**config.mk**
```make
export PLATFORM = sky130hd
export DESIGN_NAME = note_sequencer
export DESIGN_NICKNAME = d
export VERILOG_FILES = /design/src/rtl/note_sequencer.sv
export SDC_FILE = /design/constraint.sdc
export NUM_CORES = 1
export LEC_CHECK = 0
export ABC_CLOCK_PERIOD_IN_PS = 10000
export CAP_MARGIN = 5
export CORE_UTILIZATION = 54
export DETAILED_ROUTE_END_ITERATION = 8
export GPL_ROUTABILITY_DRIVEN = 0
export PLACE_DENSITY_LB_ADDON = 0.15
export SYNTH_ARGS = -nofsm -noshare
export SYNTH_HDL_FRONTEND = slang
export SYNTH_SLANG_ARGS = --single-unit
```
**constraint.sdc**
```tcl
create_clock -name clk -period 10 [get_ports clk]
set_input_delay 3 -clock clk [delete_from_list [all_inputs] [get_ports clk]]
set_output_delay 3 -clock clk [all_outputs]
set_load 0.02 [all_outputs]
```
**src/rtl/note_sequencer.sv**
```systemverilog
// Programmable melody sequencer: steps a note memory, drives the sine divider maxval and tone gate.
// Optional articulation gap is enabled by defining ARTIC_GAP_EN.
module note_sequencer #(
    parameter int unsigned DEPTH    = 32,
    parameter int unsigned AW       = 5,
    parameter int unsigned DUR_W    = 13,
    parameter int unsigned DIV_W    = 5,
    parameter int unsigned TICK_DIV = 125,
    parameter int unsigned GAP      = 100
) (
    input  logic             clk,
    input  logic             reset,
    input  logic             wr_en,
    input  logic [AW-1:0]    wr_addr,
    input  logic [3:0]       wr_pitch,
    input  logic [DUR_W-1:0] wr_dur,
    input  logic             start,
    input  logic             stop,
    input  logic             loop_en,
    input  logic [AW-1:0]    last_idx,
    output logic [DIV_W-1:0] div_maxval,
    output logic             div_restart,
    output logic             tone_on,
    output logic [AW-1:0]    note_idx,
    output logic             busy,
    output logic             done
);

    localparam int unsigned TW      = (TICK_DIV > 1) ? $clog2(TICK_DIV) : 1;
    localparam int unsigned ENTRY_W = 4 + DUR_W;
    localparam logic [DIV_W-1:0] SILENT_MAXVAL = DIV_W'(31);
    localparam logic [3:0]       END_CODE      = 4'd15;

`ifdef ARTIC_GAP_EN
    localparam bit GAP_ON = 1'b1;
`else
    localparam bit GAP_ON = 1'b0;
`endif

    typedef enum logic [1:0] {
        IDLE,
        LOAD,
        PLAY,
        DONE
    } state_t;

    state_t             state;
    logic [TW-1:0]      tick_ctr;
    logic [DUR_W-1:0]   dur_ctr;
    logic [DUR_W-1:0]   dur_q;
    logic [ENTRY_W-1:0] mem [DEPTH];

    logic [3:0]         rd_pitch_c;
    logic [DUR_W-1:0]   rd_dur_c;
    logic [DUR_W-1:0]   dur_inc_c;
    logic [AW-1:0]      end_idx_c;
    logic               end_done_c;
    logic               tick_c;

    // Pitch code to divider maxval; rests and the end marker map to the silent value.
    function automatic logic [DIV_W-1:0] decode_pitch(input logic [3:0] code);
        logic [DIV_W-1:0] mv;
        case (code)
            4'd0:    mv = DIV_W'(18);
            4'd1:    mv = DIV_W'(13);
            4'd2:    mv = DIV_W'(15);
            4'd3:    mv = DIV_W'(16);
            4'd4:    mv = DIV_W'(20);
            4'd5:    mv = DIV_W'(21);
            4'd6:    mv = DIV_W'(24);
            4'd7:    mv = DIV_W'(27);
            default: mv = SILENT_MAXVAL;
        endcase
        return mv;
    endfunction

    // Note memory: written any time, never reset.
    always_ff @(posedge clk) begin
        if (wr_en) begin
            mem[wr_addr] <= {wr_pitch, wr_dur};
        end
    end

    assign {rd_pitch_c, rd_dur_c} = mem[note_idx];
    assign dur_inc_c  = dur_ctr + DUR_W'(1);
    assign tick_c     = (tick_ctr == TW'(TICK_DIV - 1));
    assign end_done_c = (note_idx == last_idx) && !loop_en;
    assign end_idx_c  = ((note_idx == last_idx) || (note_idx == AW'(DEPTH - 1)))
                        ? '0 : note_idx + AW'(1);

    always_ff @(posedge clk) begin
        if (reset) begin
            state       <= IDLE;
            div_maxval  <= SILENT_MAXVAL;
            div_restart <= 1'b0;
            tone_on     <= 1'b0;
            note_idx    <= '0;
            busy        <= 1'b0;
            done        <= 1'b0;
            tick_ctr    <= '0;
            dur_ctr     <= '0;
            dur_q       <= '0;
        end else begin
            div_restart <= 1'b0;
            done        <= 1'b0;
            case (state)
                IDLE: begin
                    if (start && !stop) begin
                        state    <= LOAD;
                        note_idx <= '0;
                        busy     <= 1'b1;
                    end
                end
                LOAD: begin
                    if (stop) begin
                        state      <= IDLE;
                        tone_on    <= 1'b0;
                        div_maxval <= SILENT_MAXVAL;
                        busy       <= 1'b0;
                    end else if (rd_pitch_c == END_CODE) begin
                        state      <= DONE;
                        done       <= 1'b1;
                        tone_on    <= 1'b0;
                        div_maxval <= SILENT_MAXVAL;
                    end else if (rd_dur_c == '0) begin
                        // Zero-length entry: advance without touching the divider.
                        if (end_done_c) begin
                            state      <= DONE;
                            done       <= 1'b1;
                            tone_on    <= 1'b0;
                            div_maxval <= SILENT_MAXVAL;
                        end else begin
                            note_idx <= end_idx_c;
                        end
                    end else begin
                        state       <= PLAY;
                        dur_q       <= rd_dur_c;
                        div_maxval  <= decode_pitch(rd_pitch_c);
                        div_restart <= 1'b1;
                        tone_on     <= ~rd_pitch_c[3];
                        tick_ctr    <= '0;
                        dur_ctr     <= '0;
                    end
                end
                PLAY: begin
                    if (stop) begin
                        state      <= IDLE;
                        tone_on    <= 1'b0;
                        div_maxval <= SILENT_MAXVAL;
                        busy       <= 1'b0;
                    end else if (tick_c) begin
                        tick_ctr <= '0;
                        dur_ctr  <= dur_inc_c;
                        if (dur_inc_c == dur_q) begin
                            tone_on <= 1'b0;
                            if (end_done_c) begin
                                state      <= DONE;
                                done       <= 1'b1;
                                div_maxval <= SILENT_MAXVAL;
                            end else begin
                                state    <= LOAD;
                                note_idx <= end_idx_c;
                            end
                        end else if (GAP_ON && (dur_q > DUR_W'(GAP))
                                     && (dur_inc_c == dur_q - DUR_W'(GAP))) begin
                            tone_on <= 1'b0;
                        end
                    end else begin
                        tick_ctr <= tick_ctr + TW'(1);
                    end
                end
                DONE: begin
                    state <= IDLE;
                    busy  <= 1'b0;
                end
                default: begin
                    state <= IDLE;
                end
            endcase
        end
    end

endmodule

```
[After elaboration in Yosys (flattened, before gate mapping)]
Memory sizes are Yosys's and may differ from the RTL's. A register that Yosys moved wholly into a read port is not among the register bits.
Index checks and enable logic that the tools add are counted.
W data, S select, Z words.
Cells by class
  multiplexer cells: 65
  add/sub/neg operators: 3
  equality and inequality tests: 20
  bitwise logic cells: 5
  reductions and logical operators: 19
Operator list (count)
  $mux W5: 19
  $mux W13: 5
  $mux W7: 5
  $pmux W13 S2: 1
  $mux W1: 19
  $mux W2: 9
  $ne A2 B2 Y1 const B: 8
  $pmux W5 S3: 1
  $pmux W7 S2: 1
  $add A13 B1 Y13 const B: 1
  $eq A13 B13 Y1: 1
  $logic_not A13 Y1: 1
  $reduce_and A4 Y1: 3
  $pmux W5 S2: 1
  $pmux W2 S4: 1
  $reduce_and A8 Y1: 1
  $add A7 B1 Y7 const B: 1
  $eq A7 B7 Y1 const B: 1
  $ne A3 B3 Y1 const B: 2
  $reduce_and A6 Y1: 1
  $add A5 B1 Y5 const B: 1
  $eq A5 B5 Y1: 1
  $eq A5 B5 Y1 const B: 1
  $ne A5 B5 Y1 const B: 1
  other kinds (18): 26
Word-level totals
  memory bits (read-only): 40
  memories kept: 2
  logic and storage cells: 124
  memory bits (writable): 544
  output and inout port bits: 14
  input bits: 33
  register bits: 49
Memories
  mem: depth 32, bits a word 17, read ports 1, clocked after memory_dff 1, write ports 1, line 51  | logic [ENTRY_W-1:0] mem [DEPTH];
  (no name shown): depth 8, bits a word 5, read ports 1, clocked after memory_dff 0, write ports 0, line 63  | case (code)

[Longest topological paths before layout]
  word-level depth: 10
  gate-level depth with buffers: 19
  mapped depth without buffers: 12

[Worst setup path before layout]
Ideal clock, no wire load.
  kind: input -> register
  start: input wr_addr[1]
  end: memory mem[12][0] (netlist name) (enable)
  cell stages on the path: 3
  path buffers: 1
  arrival: 4393 ps
  data required time: 9610 ps
  path slack: 5216 ps
  library setup time: 390 ps
  cells stage by stage: or3b_2 clkbuf_1 nor2_1
RTL lines
  start, declared: line 14  | input logic [AW-1:0] wr_addr,
  end, declared: line 51
Straight into the memory's write port.

==> summary.md <==
| Metric | Value |
|---|---|
| Global-route wire length before repair | `83900 um` |
| Comb power frac | `0.083` |
| Vias in the first global route | `13100` |
| EDFF count, synth | `approximately 540` |
| Final Setup Violations | `0` |
| Vias post-DR | `~13000` |
| Setup TNS | `0 ps` |
| Simple-Gate Fraction of Synth Area | `0.0645` |
| # H-tree levels | `2` |
| Sw Ratio | `0.231` |
| Endpoint class of the critical path | `register` |
| #FFs+latches synth | `598` |
| Largest stage delay on the critical path | `about 770 ps` |
| Worst-Margin Slew | `1230 ps` |
| CP arrival | `5750 ps` |
| Synth Area in Compound Gates | `0.0568` |
| Yosys warnings | `0` |
| Yosys cell types | `84` |
| Ports | `47` |
| Via density | `6.10` |
| Mux contribution to synthesized area | `0.131` |
| Mapped Area | `24500 sq um` |
| Placement Setup Slack | `4400 ps` |
| Sequential share of power | `0.522` |
| Synth Area in XOR/XNOR | `0.00824` |
| CP Capture Point | `dur_q[2]` |
| Detailed Routing Iterations Pass 1 | `5` |
| Largest net degree at the start of global routing | `140` |
| Status | `finished, final reports clean` |
| Total GRT Usage | `0.249` |
| Seq/Total Area, Yosys | `0.712` |
| Slowest cell on crit path | `nor4_1` |
| DP Area | `~25000 sq um` |
| Clock skew | `22.5 ps` |
| Final #Nets | `1574` |
| Hold buffers post-CTS | `0` |
| Clk pwr share | `0.395` |
| P_int | `4110 uW` |
| Clock Root Buffer | `clkbuf_16` |
| Fin crit period | `between 5000 and 6000 ps` |
| Port Buffers | `46` |
| Worst skew pair latency | `640 ps` |
| Die Y | `between 200 and 250 um` |
| Power Total | `5340 uW` |
| Final instance area | `27300 sq um` |
| Maxcap violations | `0` |
| Die Wd | `215 um` |
| Clock transition at path regs | `60 ps` |
| CP max FO | `46` |
| Grt total ovfl | `0` |
| P&R area growth vs syn | `11.7%` |
| CTS tree | `yes` |
| Initial Util | `0.551` |
| Row cnt | `77` |
| Leak | `about 0.008 uW` |
| Ordered list of cells on the worst path | `buf_4 -> mux4_2 -> mux2i_1 -> o211ai_1 -> nor4_1 -> nand4_2 -> o21ai_2 -> or2_1 -> mux2i_1 -> nor2_1` |
| Average size of a mapped cell | `16.6 sq um` |
| Worst R2R Setup Slack | `about 4700 ps` |
| Critical setup path kind | `reg2reg` |
| Adder-cell area share of the yosys netlist | `0.00512` |
| Postcts setup bufs | `0` |
| Fmax | `0.190 GHz` |
| RSZ-0062 raised after global routing | `false` |
| Type of the most critical hold path | `reg2reg` |
| Syn Inst Count | `about 1500` |
| Total power density per cell area | `195 nW/um^2` |
| Psw | `1230 uW` |
| Final Hold Viols | `0` |
| Top_reg_cell synth | `edfxtp_1` |
| Max-slew violations | `0` |
| Total CTS buffers | `59` |
| Syn_nets | `1515` |
| Placeable Area | `44400 sq um` |
| Initial detailed-routing violation count | `1470` |
| Period utilization | `0.528` |
| CP most frequent cell | `mux2i_1` |
| Final Hold Slack | `472 ps` |
| Fraction of registers with async set or reset after synthesis | `0` |
| Initial antenna violation count | `2` |
| CTS Sinks | `598` |
| CTS Buffer Depth | `3` |
| Maximum VDD drop | `0.000155 V` |
| R2r endpoint | `dur_q[2]` |
| # DRC | `0` |
| Layout cell share with drive strength beyond 1 | `0.146` |
| Worst slew margin | `0.177` |
| Final setup margin | `about 4700 ps` |
| CTS resizes | `0` |
| Largest family of logic cells by synthesized area | `multiplexers` |
| R2r worst-path depth | `10` |
| Required @ worst endpoint | `10470 ps` |
| Routed WL | `approximately 57000 um` |
| Worst setup SP type | `register` |
| Detail Route Antenna Nets | `0` |
| Wire per inst | `26.1 um` |
| Post-DP HPWL | `34200 um` |
| Die area | `between 40000 and 50000 sq um` |
## worst max-delay path, delay by kind of cell (launching register included)
kind                   cells  cell delay (ps)
multiplexers               3             1210
flip-flops                 1              680
AND/OR/NAND/NOR            4             1770
buffers and inverters      1              740
AO/OA/AOI/OAI              2              640
## sequential cells by signal, summed over array words and instances (netlist names), 2 cells and up, named ones only
register and flops:
dur_ctr 13, mem 544, note_idx 5, tick_ctr 7
div_maxval 5, state 2, dur_q 13
## per-layer routing
metal | global-route usage | share of wire | up-vias | wire length [um]
li1 | - | - | 5960 | -
met1 | 0.344 | 0.42 | 6766 | 24000
met2 | 0.394 | 0.48 | 441 | 27000
met3 | 0.0558 | 0.074 | 87 | 4170
met4 | 0.0790 | 0.026 | 0 | 1450
met5 | 0 | 0 | - | 0
## cell usage after synthesis, types with 7 or more instances
cell type  number  area, sq um
mux2i_1       188         1880
buf_2          27          135
xnor2_1        16          140
dfxtp_1        54         1080
edfxtp_1      544        16300
a21oi_1        36          180
nor3_1         13         65.1
and2_1          7         43.8
nand2_1        67          251
ha_1           10          125
nand3_1        52          260
nor2b_1        13         81.3
buf_6          10          113
buf_4           9         67.6
o21ai_0        18         90.1
nor2_1         77          289
clkbuf_1       22         82.6
a22oi_1        63          473
nand4_1        17          106
inv_1          17         63.8
mux4_2         55         1240
xor2_1          7         61.3
nand2b_1       12         75.1
## metrics by stage
| stage | utilization | instances |
|---|---|---|
| floorplan | - | 1472 |
| global placement | 0.574 | 2062 |
| detailed placement | 0.574 | 2062 |
| CTS | 0.615 | 2170 |
| global route | 0.615 | 2170 |
| finish | 0.615 | 2172 |
## kinds of logic (layout without fill, tap and decap cells)
group,count (synthesis),count (layout)
muxes,248,248
other,0,2
DFF,598,598
buffers and inverters,94,200
adders and majority gates,10,10
xor gates and xnor gates,23,23
and+or+nand+nor,309,309
AOI/OAI and AO/OA,190,190
## layout by cell type (no fill, tap or decap), drive strengths merged, types with 7 or more instances in the layout
cell type / n
mux2i: 189
nand4: 18
dfxtp: 54
nand2: 67
inv: 18
xor2: 7
clkinv: 27
clkbuf: 78
o21ai: 22
nand2b: 12
nor2: 79
and2: 9
a21oi: 36
ha: 10
mux4: 56
a22oi: 63
nor3: 19
buf: 29
edfxtp: 544
xnor2: 16
clkdlybuf4s50: 44
nand3: 53
nor2b: 13
## power by group through the flow
stage / Sequential [uW] / Combinational (uW) / Clock [uW]
after floorplan: 2840 / 275 / 0
after global placement: 2840 / 431 / 0
after detailed placement: 2840 / 438 / 0
after CTS: 2790 / 439 / 2130
after global routing: 2790 / 474 / 2240
final: 2790 / 441 / 2110
## worst min-delay path by stage
stage / to / cells after the start / startpoint
final: tone_on / 2 / tone_on
after CTS: tone_on / 2 / tone_on
after floorplan: tick_ctr[5] / 1 / tick_ctr[5]
after global routing: tick_ctr[5] / 1 / tick_ctr[5]
after global placement: busy / 2 / busy
after detailed placement: tone_on / 2 / tone_on
## area by class of cell
class | instances | area (sq um)
Sequential cell | 598 | 17400
Fill cell | 3198 | 17100
Multi-Input combinational cell | 780 | 6600
Clock buffer | 78 | 1570
Tap cell | 592 | 741
Timing Repair Buffer | 73 | 666
Clock inverter | 30 | 256
Inverter | 19 | 71.3
Antenna cell | 2 | 5.00
Power figures use the tool's default switching activity.
